==> src/rtl/alu_share_arbiter.sv <==
// alu_share_arbiter
//   Lets two requesters share one external combinational ALU. Only one
//   operation is in flight at a time. Each operation passes through
//   IDLE -> EXEC -> RESP.
//   - Accept: in IDLE, on valid & ready.
//   - EXEC: the ALU is driven from the latched operands for one cycle.
//   - RESP: the captured result is held until the owner takes it.
//   Ties go to the requester that was not granted last.
// Ports
//   clk, reset              : clock, async active-high reset
//   reqN_valid/ready/op/a/b : request channel of requester N (N = 0,1)
//   respN_valid/ready       : response handshake of requester N
//   respN_result/zero       : captured ALU result / zero flag for N
//   alu_ctrl/alu_a/alu_b    : drive the shared ALU (from latched registers)
//   alu_result/alu_zero     : outputs of the shared ALU
//   busy                    : high whenever the FSM is not in IDLE
module alu_share_arbiter #(
    parameter int WIDTH = 32
) (
    input  logic             clk,
    input  logic             reset,
    input  logic             req0_valid,
    output logic             req0_ready,
    input  logic [2:0]       req0_op,
    input  logic [WIDTH-1:0] req0_a,
    input  logic [WIDTH-1:0] req0_b,
    input  logic             req1_valid,
    output logic             req1_ready,
    input  logic [2:0]       req1_op,
    input  logic [WIDTH-1:0] req1_a,
    input  logic [WIDTH-1:0] req1_b,
    output logic             resp0_valid,
    input  logic             resp0_ready,
    output logic [WIDTH-1:0] resp0_result,
    output logic             resp0_zero,
    output logic             resp1_valid,
    input  logic             resp1_ready,
    output logic [WIDTH-1:0] resp1_result,
    output logic             resp1_zero,
    output logic [2:0]       alu_ctrl,
    output logic [WIDTH-1:0] alu_a,
    output logic [WIDTH-1:0] alu_b,
    input  logic [WIDTH-1:0] alu_result,
    input  logic             alu_zero,
    output logic             busy
);

    typedef enum logic [1:0] {S_IDLE, S_EXEC, S_RESP} state_t;

    state_t             r_state;
    logic               r_owner;       // 0: requester 0, 1: requester 1
    logic               r_last_grant;  // owner of the most recent accept
    logic [2:0]         r_op;
    logic [WIDTH-1:0]   r_a;
    logic [WIDTH-1:0]   r_b;
    logic [WIDTH-1:0]   r_res0;
    logic [WIDTH-1:0]   r_res1;
    logic               r_zero0;
    logic               r_zero1;

    logic w_gnt0;
    logic w_gnt1;
    logic w_rsp_ready;

    // Round-robin on a tie: the side that was not granted last wins.
    // These are the grant candidates. They only turn into a handshake in IDLE.
    assign w_gnt0 = req0_valid & (~req1_valid | r_last_grant);
    assign w_gnt1 = req1_valid & (~req0_valid | ~r_last_grant);

    assign req0_ready = (r_state == S_IDLE) & w_gnt0;
    assign req1_ready = (r_state == S_IDLE) & w_gnt1;

    // Only the owner's resp_ready can close a transaction.
    assign w_rsp_ready = r_owner ? resp1_ready : resp0_ready;

    always_ff @(posedge clk or posedge reset) begin
        if (reset) begin
            r_state      <= S_IDLE;
            r_owner      <= 1'b0;
            r_last_grant <= 1'b1;
            r_op         <= '0;
            r_a          <= '0;
            r_b          <= '0;
            r_res0       <= '0;
            r_res1       <= '0;
            r_zero0      <= 1'b0;
            r_zero1      <= 1'b0;
        end else begin
            case (r_state)
                S_IDLE: begin
                    if (w_gnt0 | w_gnt1) begin
                        r_owner      <= w_gnt1;
                        r_last_grant <= w_gnt1;
                        r_op         <= w_gnt1 ? req1_op : req0_op;
                        r_a          <= w_gnt1 ? req1_a  : req0_a;
                        r_b          <= w_gnt1 ? req1_b  : req0_b;
                        r_state      <= S_EXEC;
                    end
                end
                S_EXEC: begin
                    if (r_owner) begin
                        r_res1  <= alu_result;
                        r_zero1 <= alu_zero;
                    end else begin
                        r_res0  <= alu_result;
                        r_zero0 <= alu_zero;
                    end
                    r_state <= S_RESP;
                end
                S_RESP: begin
                    if (w_rsp_ready)
                        r_state <= S_IDLE;
                end
                default: r_state <= S_IDLE;
            endcase
        end
    end

    // The ALU only ever sees latched operands. It never sees the live request buses.
    assign alu_ctrl = r_op;
    assign alu_a    = r_a;
    assign alu_b    = r_b;

    assign resp0_valid  = (r_state == S_RESP) & ~r_owner;
    assign resp1_valid  = (r_state == S_RESP) &  r_owner;
    assign resp0_result = r_res0;
    assign resp0_zero   = r_zero0;
    assign resp1_result = r_res1;
    assign resp1_zero   = r_zero1;
    assign busy         = (r_state != S_IDLE);

endmodule

==> config.mk <==
export PLATFORM = sky130hd
export DESIGN_NAME = alu_share_arbiter
export DESIGN_NICKNAME = d
export VERILOG_FILES = /design/src/rtl/alu_share_arbiter.sv
export SDC_FILE = /design/constraint.sdc
export NUM_CORES = 1
export LEC_CHECK = 0
export ABC_AREA = 0
export BUFFER_PORTS_ARGS = -buffer_cell sky130_fd_sc_hd__buf_2
export CELL_PAD_IN_SITES_DETAIL_PLACEMENT = 1
export CELL_PAD_IN_SITES_GLOBAL_PLACEMENT = 2
export CORE_MARGIN = 2
export CORE_UTILIZATION = 26
export DETAILED_ROUTE_END_ITERATION = 10
export PLACE_DENSITY_LB_ADDON = 0.1
export SLEW_MARGIN = 30
export SYNTH_ARGS = -nofsm -noshare
export SYNTH_HDL_FRONTEND = slang
export SYNTH_SLANG_ARGS = --single-unit
==> constraint.sdc <==
create_clock -name clk -period 5.5 [get_ports clk]
set_input_delay 1.1 -clock clk [delete_from_list [all_inputs] [get_ports clk]]
set_output_delay 1.1 -clock clk [all_outputs]
set_load 0.005 [all_outputs]
==> results.cfg, run 1 <==
[global_route]
grt_max_degree = 106
grt_pass1_wl_mm = 32.3
antenna_found_initial = 4
grt.total_usage = 0.175
overflow = 0
grt_pass1_vias = 5740

[job]
max_cap_viol_count = 0

[die]
fp.dieW_um = 154
core_area_mm2 = 0.0220
num_rows = 54
ioPinCount = 311
die_height_um = 154
dieArea_mm2 = 0.0237
start_util = 0.266

[power]
power_density_mw_per_mm2 = 582
ir_drop_mv = 0.179
leakage_nw = 3.96
p_sw_frac = 0.368
clockPowerShare = 0.235
comb_power_share = 0.389
switchingPower_mw = 1.77
finalPower_mw = 4.82
pwr-share-seq = 0.375
p_int_mw = 3.04

[drt]
wl_mm = 20.7
ant_nets = 0
vias_per_cell = 4.66
drc = 0
vias = 5256
drt-pass1-iter-count = 4
drt_iter0_drc = 159
wire_per_inst_um = 18.3

[worst_hold_path]
hp-class = reg -> reg

[cts]
ctsLongestPathBuffers = 2
cts_tree = done
h-tree-depth = 4
cts-resized-gates = 0
root_buffer = clkbuf_16
cts_sinks = 137
hold_buffers = 0
clock_latency_ps = 420
cts-buffers-inserted = 17
post_cts_buffers = 0
clkTransAtPathRegs_ps = 70

[yosys]
synth.largest_area_cell = dfrtp_1
yosysSeqAreaShare = 0.587
synth_area_leaders = dfrtp_1, nand2_1, mux2_2
synth-edff-count = 0
yosysUniqueCellTypes = 22
synth_top_area_frac = 0.582
syn_nets = 712
synth_area_mm2 = 0.00584
yosysWarnings = 0
synthFlopType = dfrtp_1
async_reset_ff_frac = 1.00
ys_seq_elements = 137
synthCells = 539
avgSynthCellArea_um2 = 10.8

[critical_path]
critPathSlowestCell = nor2_4
critPathKind = reg -> out
crit_required_ps = 4400
crit_chain = nor2_4 > inv_1 > nor2_1 > buf_2
cp_max_fo = 35
r2r_slack_ps = 2860
worstSetupStartpointType = flip-flop
cpPeakStageDelay_ps = 700
crit_path_end_kind = output port
critPathArrivalTime_ps = 1990

[sta]
slew_violations = 0
layout_min_cycle_time_ps = 3090
setup_viol_count_final = 0
worst_slew_pin_slew_ps = 883
clock.fmax_mhz = 323
finalSetupTns_ps = 0
rsz0062_at_grt = false
relSlewSlack = 0.410
final.period_utilization = 0.563
hold_violations = 0
skew_ps = 10.4

[cells_and_area]
final_layout_size_suffix_gt1_frac = 0.482
area_growth_syn_to_layout_pct = 41.5
fin_util = 0.377
stdcell_count = 1128
fill_cells = 2555
final_nets = 1006

[placement]
port_buffers = 310
dp.final_hpwl_mm = 14.7
gp_congestion = 0.737
dp_cells = 1094

[outcome]
status = complete, no violations
[power groups by stage]
stage	Sequential (mW)	Combinational (mW)	Clock [mW]
2_1_floorplan	1.84	0.969	0
3_3_place_gp	1.80	1.86	0
3_5_place_dp	1.83	1.93	0
4_1_cts	1.82	1.93	1.17
5_1_grt	1.88	2.07	1.22
6_report	1.81	1.87	1.13
[synth_stat cells (2+ instances only)]
| cell | count |
|---|---|
| nand2_1 | 135 |
| mux2_1 | 30 |
| a21oi_1 | 68 |
| a21bo_2 | 2 |
| o21ai_0 | 2 |
| or2_1 | 2 |
| buf_4 | 2 |
| inv_1 | 3 |
| nand2b_1 | 3 |
| a31oi_2 | 10 |
| buf_2 | 17 |
| buf_6 | 3 |
| clkbuf_1 | 22 |
| nor2_1 | 5 |
| a31oi_1 | 57 |
| mux2_2 | 37 |
| dfrtp_1 | 136 |
[state kept, by name (all words and copies together), names as in the netlist]
name	flops
alu_a	32
resp1_result	32
resp0_zero	1
resp0_result	32
r_owner	1
resp1_zero	1
r_last_grant	1
alu_b	32
alu_ctrl	3
r_state	2
[layer usage]
| metal | wire, um | up-vias | part of all wire | GRT usage |
|---|---|---|---|---|
| met4 | 311 | 2 | 0.015 | 0.0583 |
| met5 | 7 | - | 0.00034 | 0 |
| li1 | - | 2464 | - | - |
| met1 | 8550 | 2555 | 0.41 | 0.205 |
| met2 | 10200 | 212 | 0.49 | 0.301 |
| met3 | 1580 | 23 | 0.077 | 0.0592 |
[layout by cell type, fill, tap and decap left out, types with 3 or more instances in the layout]
cell type | synthesis | routed
a31oi_1 | 57 | 57
nand2b_1 | 3 | 3
a31oi_2 | 10 | 10
mux2_2 | 37 | 37
buf_4 | 2 | 7
clkinv_8 | 0 | 3
buf_2 | 17 | 310
mux2_1 | 30 | 30
nor2_1 | 5 | 3
clkinv_4 | 0 | 3
clkbuf_16 | 0 | 17
a21oi_1 | 68 | 68
nand2_1 | 135 | 135
dfrtp_1 | 136 | 136
inv_8 | 0 | 6
[worst max-delay path, delay by kind of cell (launching register included)]
kind,cells,cell delay (ps)
AND/OR/NAND/NOR,2,880
buffers and inverters,2,280
flip-flops,1,410
[final timing paths]
check	cells past startpoint	to	startpoint
setup / recovery	4	req1_ready	r_state[0]
hold reg to reg	1	resp1_result[17]	resp1_result[17]
min in group asynchronous	2	alu_b[31]	reset
setup reg to reg	4	alu_a[5]	r_state[0]
max in group asynchronous	3	resp0_result[29]	reset
hold / removal	1	resp1_result[17]	resp1_result[17]
[kinds of logic after synthesis]
kind of cell    after synthesis  synth area share
mux                          67             0.129
simple gates                147            0.0974
flops                       137             0.587
compound gates              140             0.147
buf+inv                      48            0.0396
[cell type report]
type,instances,area (um2),area share
clock inverters,14,156,0.0189
diodes,2,5.00,0.000605
well taps,280,350,0.0424
flip-flops and latches,137,3430,0.415
clock buffers,18,439,0.0531
multi-input cells,354,2210,0.267
repair buffers,320,1660,0.201
inverters,3,18.8,0.00227
[per-stage QoR]
step | hold slack [ps] | instance area, um2 | worst slack [ps]
2_1_floorplan | 489 | 5840 | 734
3_3_place_gp | 468 | 7610 | 2480
3_5_place_dp | 476 | 7670 | 2550
4_1_cts | 493 | 8270 | 2290
5_1_grt | 503 | 8270 | 2230
6_report | 486 | 8270 | 2410
No activity file was read; power rests on OpenSTA's default activity.
==> inputs of run 2 (changes only) <==
clock period = 3 ns   (was 5.5 ns; I/O delays follow)
==> results.cfg, run 2 (synthesized netlist as in run 1, its figures left out) <==
[outcome]
status = complete, no violations

[drt]
vias = 5305
drc = 0
wire_per_inst_um = 18.2
drt-pass1-iter-count = 4
vias_per_cell = 4.70
wl_mm = 20.5
ant_nets = 0
drt_iter0_drc = 129

[global_route]
gr-usage-met3 = 0.0555
grt_pass1_vias = 5691
grt.total_usage = 0.174
met1_usage = 0.210
antenna_found_initial = 1
grtUsageMet2 = 0.294
grt_pass1_wl_mm = 32.0
grt_max_degree = 68
busiest_layer = met2
overflow = 0

[sta]
finalSetupTns_ps = 0
relSlewSlack = 0.468
layout_min_cycle_time_ps = 2380
hold_violations = 0
clock.fmax_mhz = 421
final.period_utilization = 0.792
slew_violations = 0
rsz0062_at_grt = false
skew_ps = 12.9
worst_slew_pin_slew_ps = 798
worst_hold_slack_ps = 253
setup_viol_count_final = 0
finalWorstSetupSlack_ps = 624

[power]
leakage_nw = 3.94
finalPower_mw = 8.74
ir_drop_mv = 0.335
power_density_mw_per_mm2 = 1060

[cts]
clkTransAtPathRegs_ps = 60
cts_sinks = 137
hold_buffers = 0
ctsLongestPathBuffers = 2
post_cts_buffers = 0
clock_latency_ps = 420
cts_tree = done
root_buffer = clkbuf_16
h-tree-depth = 4
cts-resized-gates = 0
cts-buffers-inserted = 17

[placement]
gp_congestion = 0.746
port_buffers = 310
dpl_cell_area_mm2 = 0.00768
dp.final_hpwl_mm = 14.7
dp_cells = 1097
post-place-ws_ps = 656

[cells_and_area]
fin_util = 0.376
stdcell_count = 1129
layout_commonest_cell = buf_2
final_nets = 1009
regArea_mm2 = 0.00343
layout_common_cells = buf_2, dfrtp_1, nand2_1, a21oi_1, a31oi_1
finalInstanceArea_mm2 = 0.00825
area_growth_syn_to_layout_pct = 41.2
antenna_cells = 0
fill_cells = 2557
final_layout_size_suffix_gt1_frac = 0.484
multiInputGateArea_mm2 = 0.00221

[critical_path]
critPathKind = reg -> out
worstSetupStartpointType = flip-flop
crit_required_ps = 2400
crit_path_end_kind = output port
critPathArrivalTime_ps = 1780
cp_max_fo = 39

[die]
die_height_um = 154
fp.dieW_um = 154
num_rows = 54
core_area_mm2 = 0.0220
dieArea_mm2 = 0.0237
start_util = 0.266
ioPinCount = 311

[job]
max_cap_viol_count = 0

[worst_hold_path]
hp-class = in -> async
## run 2: final timing paths
check	start	endpoint	slack, ps	cells past startpoint
max	r_state[0]	req1_ready	620	5
min	reset	resp0_result[0]	250	2
max reg2reg	r_state[0]	alu_b[22]	1040	4
min reg2reg	resp1_result[14]	resp1_result[14]	490	1
max in group asynchronous	reset	alu_b[6]	2020	3
min in group clk	alu_result[1]	resp1_result[1]	400	2
## run 2: report_power, final
group	total [mW]	leakage, nW	switching (mW)	internal, mW
clock	2.02	0.267	0.912	1.11
sequential	3.32	1.57	0.511	2.81
combinational	3.39	2.10	1.78	1.62
total	8.74	3.94	3.20	5.54
## run 2: final cells by class
class / instances / area share
timing repair buffer: 323 / 0.203
clock inverter: 14 / 0.0161
clock buffer: 18 / 0.0532
inverter: 3 / 0.00182
sequential: 137 / 0.416
tap: 280 / 0.0425
multi-input combinational: 354 / 0.268
## run 2: worst max-delay path, cell delays in order (launching register included)
cell and delay, ps:
dfrtp_1 420, nor2_4 130, buf_4 400, inv_1 120, nor2_1 120, buf_2 170
## run 2: layer usage
layer	share of wire	vias up	routed length, um
li1	-	2470	-
met1	0.42	2600	8690
met2	0.49	206	9970
met3	0.071	27	1460
met4	0.020	2	410
met5	0.00063	-	13
